## src/rtl/fmdsp_pkg.sv

```systemverilog
// Shared definitions for the compressor-tree back end: resolve FSM encoding,
// accumulator width derivation and input sign/zero extension.
package fmdsp_pkg;

  typedef enum logic [1:0] {
    ACCUM = 2'd0,
    R_LO  = 2'd1,
    R_HI  = 2'd2,
    DONE  = 2'd3
  } state_t;

  localparam int EXT_MAX = 64;

  // Accumulator width: tree width plus guard bits.
  function automatic int acc_width(input int w, input int g);
    return w + g;
  endfunction

  // Extend the low w bits of x to EXT_MAX bits; sgn selects two's complement.
  function automatic logic [EXT_MAX-1:0] ext_to(input logic [EXT_MAX-1:0] x,
                                                input int w, input logic sgn);
    logic [EXT_MAX-1:0] r;
    r = x;
    for (int i = 0; i < EXT_MAX; i++) begin
      if (i >= w) r[i] = sgn & x[w-1];
    end
    return r;
  endfunction

endpackage

```

## src/rtl/csa_4to2_row.sv

```systemverilog
// Two ranks of full adders reducing four aligned vectors to a carry-save pair.
// Latency: combinational. Backpressure: none, pure logic.
// The returned carry is already shifted to its weight and truncated to AW bits.
module csa_4to2_row #(
  parameter int AW = 20
) (
  input  logic [AW-1:0] a,
  input  logic [AW-1:0] b,
  input  logic [AW-1:0] c,
  input  logic [AW-1:0] d,
  output logic [AW-1:0] s,
  output logic [AW-1:0] cy
);

  logic [AW-1:0] s1, c1, c1w, c2;

  assign s1  = a ^ b ^ c;
  assign c1  = (a & b) | (a & c) | (b & c);
  assign c1w = {c1[AW-2:0], 1'b0};

  assign s   = s1 ^ c1w ^ d;
  assign c2  = (s1 & c1w) | (s1 & d) | (c1w & d);
  assign cy  = {c2[AW-2:0], 1'b0};

endmodule

```

## src/rtl/csa_accum_resolve.sv

```systemverilog
// Accumulates compressor-tree carry-save pairs, then resolves them with a split CPA.
// Latency: LAST handshake in cycle t gives out_valid in cycle t+3.
// Backpressure: in_ready only in ACCUM; the result is held in DONE until out_ready.
module csa_accum_resolve
  import fmdsp_pkg::*;
#(
  parameter int W      = 16,
  parameter int G      = 4,
  parameter int SIGNED = 0
) (
  input  logic                        clk,
  input  logic                        rst_n,
  input  logic [W-1:0]                sum_in,
  input  logic [W-1:0]                carry_in,
  input  logic                        last,
  input  logic                        in_valid,
  output logic                        in_ready,
  output logic [acc_width(W,G)-1:0]   out_data,
  output logic                        out_ovf,
  output logic                        out_valid,
  input  logic                        out_ready
);

  localparam int AW = acc_width(W, G);
  localparam int L  = AW / 2;
  localparam int H  = AW - L;
  localparam int CW = G + 1;
  localparam logic [CW-1:0] CNT_LIM = CW'(2**G);
  localparam logic [CW-1:0] CNT_SAT = CW'(2**G + 1);

  state_t        state, state_nx;
  logic [AW-1:0] acc_s, acc_c;
  logic [AW-1:0] ext_sum, ext_carry;
  logic [AW-1:0] csa_s, csa_c;
  logic [CW-1:0] cnt;
  logic [L-1:0]  lo_r;
  logic          cy_r;
  logic [H-1:0]  hi_sum;
  logic          accept;

  assign ext_sum   = AW'(ext_to(EXT_MAX'(sum_in),   W, SIGNED != 0));
  assign ext_carry = AW'(ext_to(EXT_MAX'(carry_in), W, SIGNED != 0));

  csa_4to2_row #(.AW(AW)) u_row (
    .a  (acc_s),
    .b  (acc_c),
    .c  (ext_sum),
    .d  (ext_carry),
    .s  (csa_s),
    .cy (csa_c)
  );

  assign accept = in_valid & in_ready;

  // Upper CPA half; carry-out beyond AW is intentionally discarded.
  assign hi_sum = acc_s[AW-1:L] + acc_c[AW-1:L] + {{(H-1){1'b0}}, cy_r};

  always_ff @(posedge clk) begin
    if (!rst_n) state <= ACCUM;
    else        state <= state_nx;
  end

  always_comb begin
    state_nx = state;
    in_ready = 1'b0;
    case (state)
      ACCUM: begin
        in_ready = rst_n;
        if (in_valid && rst_n && last) state_nx = R_LO;
      end
      R_LO: state_nx = R_HI;
      R_HI: state_nx = DONE;
      DONE: if (out_ready) state_nx = ACCUM;
      default: state_nx = ACCUM;
    endcase
  end

  always_ff @(posedge clk) begin
    if (!rst_n) begin
      acc_s     <= '0;
      acc_c     <= '0;
      cnt       <= '0;
      lo_r      <= '0;
      cy_r      <= 1'b0;
      out_data  <= '0;
      out_ovf   <= 1'b0;
      out_valid <= 1'b0;
    end else begin
      case (state)
        ACCUM: begin
          if (accept) begin
            acc_s <= csa_s;
            acc_c <= csa_c;
            if (cnt != CNT_SAT) cnt <= cnt + 1'b1;
          end
        end
        R_LO: {cy_r, lo_r} <= {1'b0, acc_s[L-1:0]} + {1'b0, acc_c[L-1:0]};
        R_HI: begin
          out_data  <= {hi_sum, lo_r};
          out_ovf   <= (cnt > CNT_LIM);
          out_valid <= 1'b1;
        end
        DONE: begin
          // Clearing here lets the next accumulation start from zero immediately.
          if (out_ready) begin
            out_valid <= 1'b0;
            acc_s     <= '0;
            acc_c     <= '0;
            cnt       <= '0;
          end
        end
        default: ;
      endcase
    end
  end

endmodule

```

## config.mk

```make
export PLATFORM = sky130hd
export DESIGN_NAME = csa_accum_resolve
export DESIGN_NICKNAME = d
export VERILOG_FILES = /design/src/rtl/fmdsp_pkg.sv /design/src/rtl/csa_4to2_row.sv /design/src/rtl/csa_accum_resolve.sv
export SDC_FILE = /design/constraint.sdc
export NUM_CORES = 1
export LEC_CHECK = 0
export ABC_AREA = 1
export CORE_MARGIN = 4
export CORE_UTILIZATION = 45
export CTS_CLUSTER_DIAMETER = 60
export DETAILED_ROUTE_END_ITERATION = 6
export GPL_ROUTABILITY_DRIVEN = 0
export GPL_TIMING_DRIVEN = 0
export HOLD_SLACK_MARGIN = 0.15
export PLACE_DENSITY = 0.7
export SLEW_MARGIN = 10
export SYNTH_ARGS = -nofsm -noshare
export SYNTH_HDL_FRONTEND = slang
export SYNTH_SLANG_ARGS = --single-unit
```

## constraint.sdc

```tcl
create_clock -name clk -period 2.1 [get_ports clk]
set_input_delay 0.21 -clock clk [delete_from_list [all_inputs] [get_ports clk]]
set_output_delay 0.21 -clock clk [all_outputs]
set_load 0.01 [all_outputs]
```

# Yosys cells after proc, flatten, opt, wreduce, memory -nomap -nowiden
# Cells that the tools add are included.
# W data, S select, Z words.
dict set report totals {
  elab_cells 61
  register_bits 80
  output_inout_bits 23
}
dict set report classes {
  reduce_logical 9
  eq_ne 8
  mux 15
  bitwise 15
  n_lt_le_gt_ge 1
  add_sub_neg 4
}
# operator count
set op_table {}
lappend op_table {{$pmux W20 S2} 2}
lappend op_table {{$and A19 B16 Y19} 4}
lappend op_table {{$or A19 B19 Y19} 4}
lappend op_table {{$mux W20} 3}
lappend op_table {{$xor A20 B16 Y20} 2}
lappend op_table {{$xor A20 B20 Y20} 2}
lappend op_table {{$and A19 B19 Y19} 2}
lappend op_table {{$mux W5} 3}
lappend op_table {{$add A10 B10 Y11} 1}
lappend op_table {{$add A10 B1 Y10} 1}
lappend op_table {{$add A10 B10 Y10} 1}
lappend op_table {{$pmux W5 S2} 1}
lappend op_table {{$ne A2 B2 Y1 const B} 4}
lappend op_table {{$pmux W2 S4} 1}
lappend op_table {{$add A5 B1 Y5 const B} 1}
lappend op_table {{$gt A5 B5 Y1 const B} 1}
lappend op_table {{$ne A5 B5 Y1 const B} 1}
lappend op_table {{$eq A2 B2 Y1 const B} 2}
lappend op_table {{$mux W2} 2}
lappend op_table {{$reduce_and A2 Y1} 2}
lappend op_table {{$reduce_and A4 Y1} 1}
lappend op_table {{$reduce_bool A2 Y1} 2}
lappend op_table {{$reduce_and A3 Y1} 1}
lappend op_table {{$eq A2 B1 Y1 const B} 1}
lappend op_table {{other kinds (5)} 7}

# Longest topological paths before layout
# Gate-level depths: netlist (run 1).
dict set report depth {
  ltp_word 8
  ltp_mapped 11
  ltp_nobuf 11
}

# By module
# Synthesis (run 1) repeated with hierarchy kept, for this count alone.
dict set report unflattened {
  cells_unflattened 626
  hier_area_um2 4874.7
}
# module area_per_inst_um2 cells_per_inst instances seq_area_each_um2
set modules_own_cells {}
lappend modules_own_cells {csa_accum_resolve 4045.1 572 1 1601.5}
lappend modules_own_cells {csa_4to2_row 829.5 54 1 0.0}

# Least setup slack after synthesis (run 1)
# No wires, ideal clock.
dict set report synth_path {
  path_type {reg-to-reg}
  start {register acc_s[10]}
  end {register out_data[16]}
  synth_period_minus_slack_ps 2084
  setup_time_ps 115
  arrival_ps 1969
  path_stages_with_launch 10
  setup_slack_ps 16
  cell_sequence {dfxtp_1 inv_1 fa_1 fa_1 o21ai_0 nand2_1 nand3_1 nand2_1 o21ai_0 inv_1}
}
dict set report synth_via {
  elab_chain_len 2
}
# element line
set synth_rtl {}
lappend synth_rtl {{start, declared} csa_accum_resolve.sv:32} ;# logic [AW-1:0] acc_s, acc_c;
lappend synth_rtl {{start signal, assigned} csa_accum_resolve.sv:92} ;# acc_s <= csa_s;
lappend synth_rtl {{$add A10 B10 Y10} csa_accum_resolve.sv:56} ;# assign hi_sum = acc_s[AW-1:L] + acc_c[AW-1:L] + {{(H-1){1'b0}}, cy_r};
lappend synth_rtl {{$add A10 B1 Y10} csa_accum_resolve.sv:56}
lappend synth_rtl {{end signal, assigned} csa_accum_resolve.sv:99} ;# out_data <= {hi_sum, lo_r};
lappend synth_rtl {{end, declared} csa_accum_resolve.sv:18} ;# output logic [acc_width(W,G)-1:0] out_data,
# Every way passes these cells.
# A chain may end at the register's enable or synchronous reset.

# Worst setup path in the final report (run 1)
dict set report layout_path {
  start {input rst_n}
  end {output in_ready}
}
dict set report layout_via {
  elab_chain_len 1
}
# element line
set layout_rtl {}
lappend layout_rtl {{start, declared} csa_accum_resolve.sv:12} ;# input logic rst_n,
lappend layout_rtl {{$mux W1} csa_accum_resolve.sv:66} ;# case (state)
lappend layout_rtl {{end, declared} csa_accum_resolve.sv:17} ;# output logic in_ready,
# Every way passes these cells.

==> flow_summary.json, run 1 <==
{
  "start_util": 0.468,
  "cellPowerDensity_nw_per_um2": 932,
  "clock_path_buffers": 2,
  "antenna_found_initial": 0,
  "max-slew-margin-rel": 0.552,
  "hpwlAfterDp_mm": 8.55,
  "syn_nets": 680,
  "cp.arrival_ps": 1780,
  "vias": 3884,
  "crit_fanout": 10,
  "period_minus_slack_ps": 1990,
  "drtIter0Drc": 166,
  "diodes": 0,
  "worst-path-buf-inv": 4,
  "outcome": "complete, no violations",
  "finClkSkew_ps": 7.70,
  "grt_util_all_layers": 0.202,
  "pin_count": 60,
  "overflow": 0,
  "worst_setup_path_end_kind": "primary output",
  "setup_tns_ps": 0,
  "synth_edf_count": 0,
  "cts_buffers": 9,
  "cp_cell_sequence": "clkdlybuf4s50_1 -> buf_1 -> nand2_1 -> inv_1 -> clkdlybuf4s50_1",
  "cts.sink_count": 79,
  "io_buffer_count": 59,
  "hold_violations": 0,
  "cpPeakStageDelay_ps": 560,
  "vdd_drop_max_uv": 456,
  "setup_slack_ps": 106,
  "reg2reg_setup_slack_ps": 180,
  "yosysSeqAreaShare": 0.343,
  "crit_top_cell": "clkdlybuf4s50_1",
  "grt_pass1_vias": 3914,
  "multi_input_area_sq_um": 2690,
  "ant_nets": 0,
  "pre_cts_slack_ps": -246,
  "insertion_delay_ps": 350,
  "dr.pass1.iters": 6,
  "synth_area_per_cell_sq_um": 7.99,
  "grt_max_degree": 13,
  "grt_first_pass_wirelength_mm": 18.5,
  "post-route-period-util": 0.950,
  "ys_ff_latch": 79,
  "reg2regPathDepth": 9,
  "rsz0062_at_grt": "false",
  "tightestPinTransition_ps": 672,
  "die_x_um": 109,
  "hold_depth": 2,
  "yosys.cell_types.count": 35,
  "fmax_mhz": 502,
  "num-nets-final": 751,
  "setup_viol": 0,
  "place_area_sq_um": 5370,
  "drcViolationCount": 0,
  "worstReg2RegEnd": "out_data[16]$_SDFFE_PN0P_",
  "cts-htree-levels": 3,
  "worstHoldPathType": "flip-flop to flip-flop",
  "power_mw": 5.20,
  "final_cell_mix": "nand2_1 (137), dfxtp_1 (78), inv_1 (66), a21oi_1 (66), clkdlybuf4s50_1 (59)",
  "synth_ff_type": "dfxtp_1",
  "wl_per_cell_um": 14.1,
  "fill_cells": 955,
  "postSynthCellCount": 578,
  "fin_area_sq_um": 5580,
  "slew_violations": 0,
  "via_per_inst": 4.95,
  "maxCapViolCount": 0,
  "final_common_cell": "nand2_1",
  "cpMaxStageDelayCell": "clkdlybuf4s50_1",
  "p_leak_nw": 2.41,
  "area_delta_synth_final_pct": 21.0,
  "hold_buffers": 0,
  "ys_async_sr_fraction": 0,
  "hold_end": "out_data[3]$_SDFFE_PN0P_",
  "die_height_um": 109,
  "crit_required_ps": 1890,
  "yosysWarnings": 0,
  "worstSetupPathType": "input port to primary output",
  "tritoncts": "done",
  "worstReg2RegStart": "acc_c[10]$_SDFFE_PN0P_",
  "utilization": 0.566,
  "coreArea_sq_um": 9860,
  "clkSlewWorstSetupHoldPaths_ps": 70,
  "cp-start-kind": "input port",
  "worst_path_dominant_cell_family": "buffers and inverters",
  "die-area_sq_um": 11900,
  "ff_latch_area_sq_um": 1580,
  "row_count": 36,
  "cts_root_buf": "clkbuf_8",
  "finalWirelength_mm": 11.0,
  "drive_gt1_frac": 0.0660,
  "min_from": "lo_r[3]$_SDFFE_PN0N_",
  "synth_area_sq_um": 4620
}
[metal layers]
metal,vias to the layer above,track usage,routed length [um]
met5,-,0,0
met2,86,0.359,5580
li1,1973,-,-
met4,0,0.0508,241
met3,20,0.0497,562
met1,1805,0.243,4670
[power by group]
group	leakage, nW	internal (mW)	switching [mW]
logic	1.67	0.887	1.18
registers	0.644	1.82	0.209
clock network	0.0940	0.565	0.544
[flip-flops by register name (all words and copies together), names as in the netlist]
register   cells
out_ovf        1
acc_c         19
cy_r           1
acc_s         20
out_valid      1
out_data      20
cnt            5
lo_r          10
state          2
[Yosys cell counts (all sizes together) (2+ instances only)]
| master | count | area [sq um] |
|---|---|---|
| buf | 10 | 67.6 |
| xnor2 | 3 | 26.3 |
| nand2 | 140 | 543 |
| nor2 | 55 | 231 |
| nor3 | 4 | 20.0 |
| or2 | 3 | 18.8 |
| dfxtp | 79 | 1580 |
| a21oi | 67 | 339 |
| nand3 | 27 | 140 |
| fa | 35 | 701 |
| xor2 | 6 | 52.6 |
| ha | 30 | 375 |
| inv | 68 | 255 |
| o21ai | 31 | 159 |
| o22ai | 2 | 12.5 |
| clkbuf | 10 | 37.5 |
[per-stage QoR]
step           std cells  hold slack (ps)
2_1_floorplan        578              408
3_3_place_gp         770              441
3_5_place_dp         770              453
4_1_cts              785              464
5_1_grt              785              480
6_report             785              464
[layout make-up]
cell class	count	share of cell area
inverter	69	0.0466
timing repair buffer	60	0.107
sequential	79	0.283
buffer	20	0.0190
tap	133	0.0298
multi-input combinational	410	0.481
clock buffer	10	0.0246
clock inverter	4	0.00851
[worst max-delay path by stage]
stage	startpoint	endpoint	slack [ps]	depth (start not counted)
global placement	acc_s[10]$_SDFFE_PN0P_	out_data[16]$_SDFFE_PN0P_	-250	9
CTS	acc_s[10]$_SDFFE_PN0P_	out_data[16]$_SDFFE_PN0P_	60	9
global route	rst_n	in_ready	40	5
finish	rst_n	in_ready	110	5
floorplan	acc_s[10]$_SDFFE_PN0P_	out_data[16]$_SDFFE_PN0P_	20	9
detailed placement	acc_s[10]$_SDFFE_PN0P_	out_data[16]$_SDFFE_PN0P_	-250	9
[logic make-up (layout without fill, tap and decap cells)]
group,after synthesis,in the layout,synth area share
AND/OR/NAND/NOR,230,230,0.208
AO/OA/AOI/OAI,106,106,0.120
buffers and inverters,89,163,0.0792
flip-flops,79,79,0.343
adder cells (fa/ha/maj),65,65,0.233
XOR/XNOR,9,9,0.0171
[tightest hold or removal path, delay by kind of cell, from the launching register on]
kind,cells,cell delay (ps)
buf+inv,1,60
compound gates,1,60
flops,1,300
[repair_timing]
action | 4_1_cts | 5_1_grt
setup buffers | 1 | 0
pin swaps | 1 | 0
endpoints found under the setup margin | 3 | 4
gates resized for setup | 3 | 5
Note: power is estimated with default switching activity, not from simulation.
==> run 2, diff against run 1 <==
--- a/config.mk
+++ b/config.mk
@@ -8,7 +8,7 @@
 export ABC_AREA = 1
 export CORE_MARGIN = 4
 export CORE_UTILIZATION = 45
-export CTS_CLUSTER_DIAMETER = 60
+export CTS_CLUSTER_DIAMETER = 120
 export DETAILED_ROUTE_END_ITERATION = 6
 export GPL_ROUTABILITY_DRIVEN = 0
 export GPL_TIMING_DRIVEN = 0
==> results of run 2 <==
No change in the layout: final DEF, timing and power equal those of run 1.
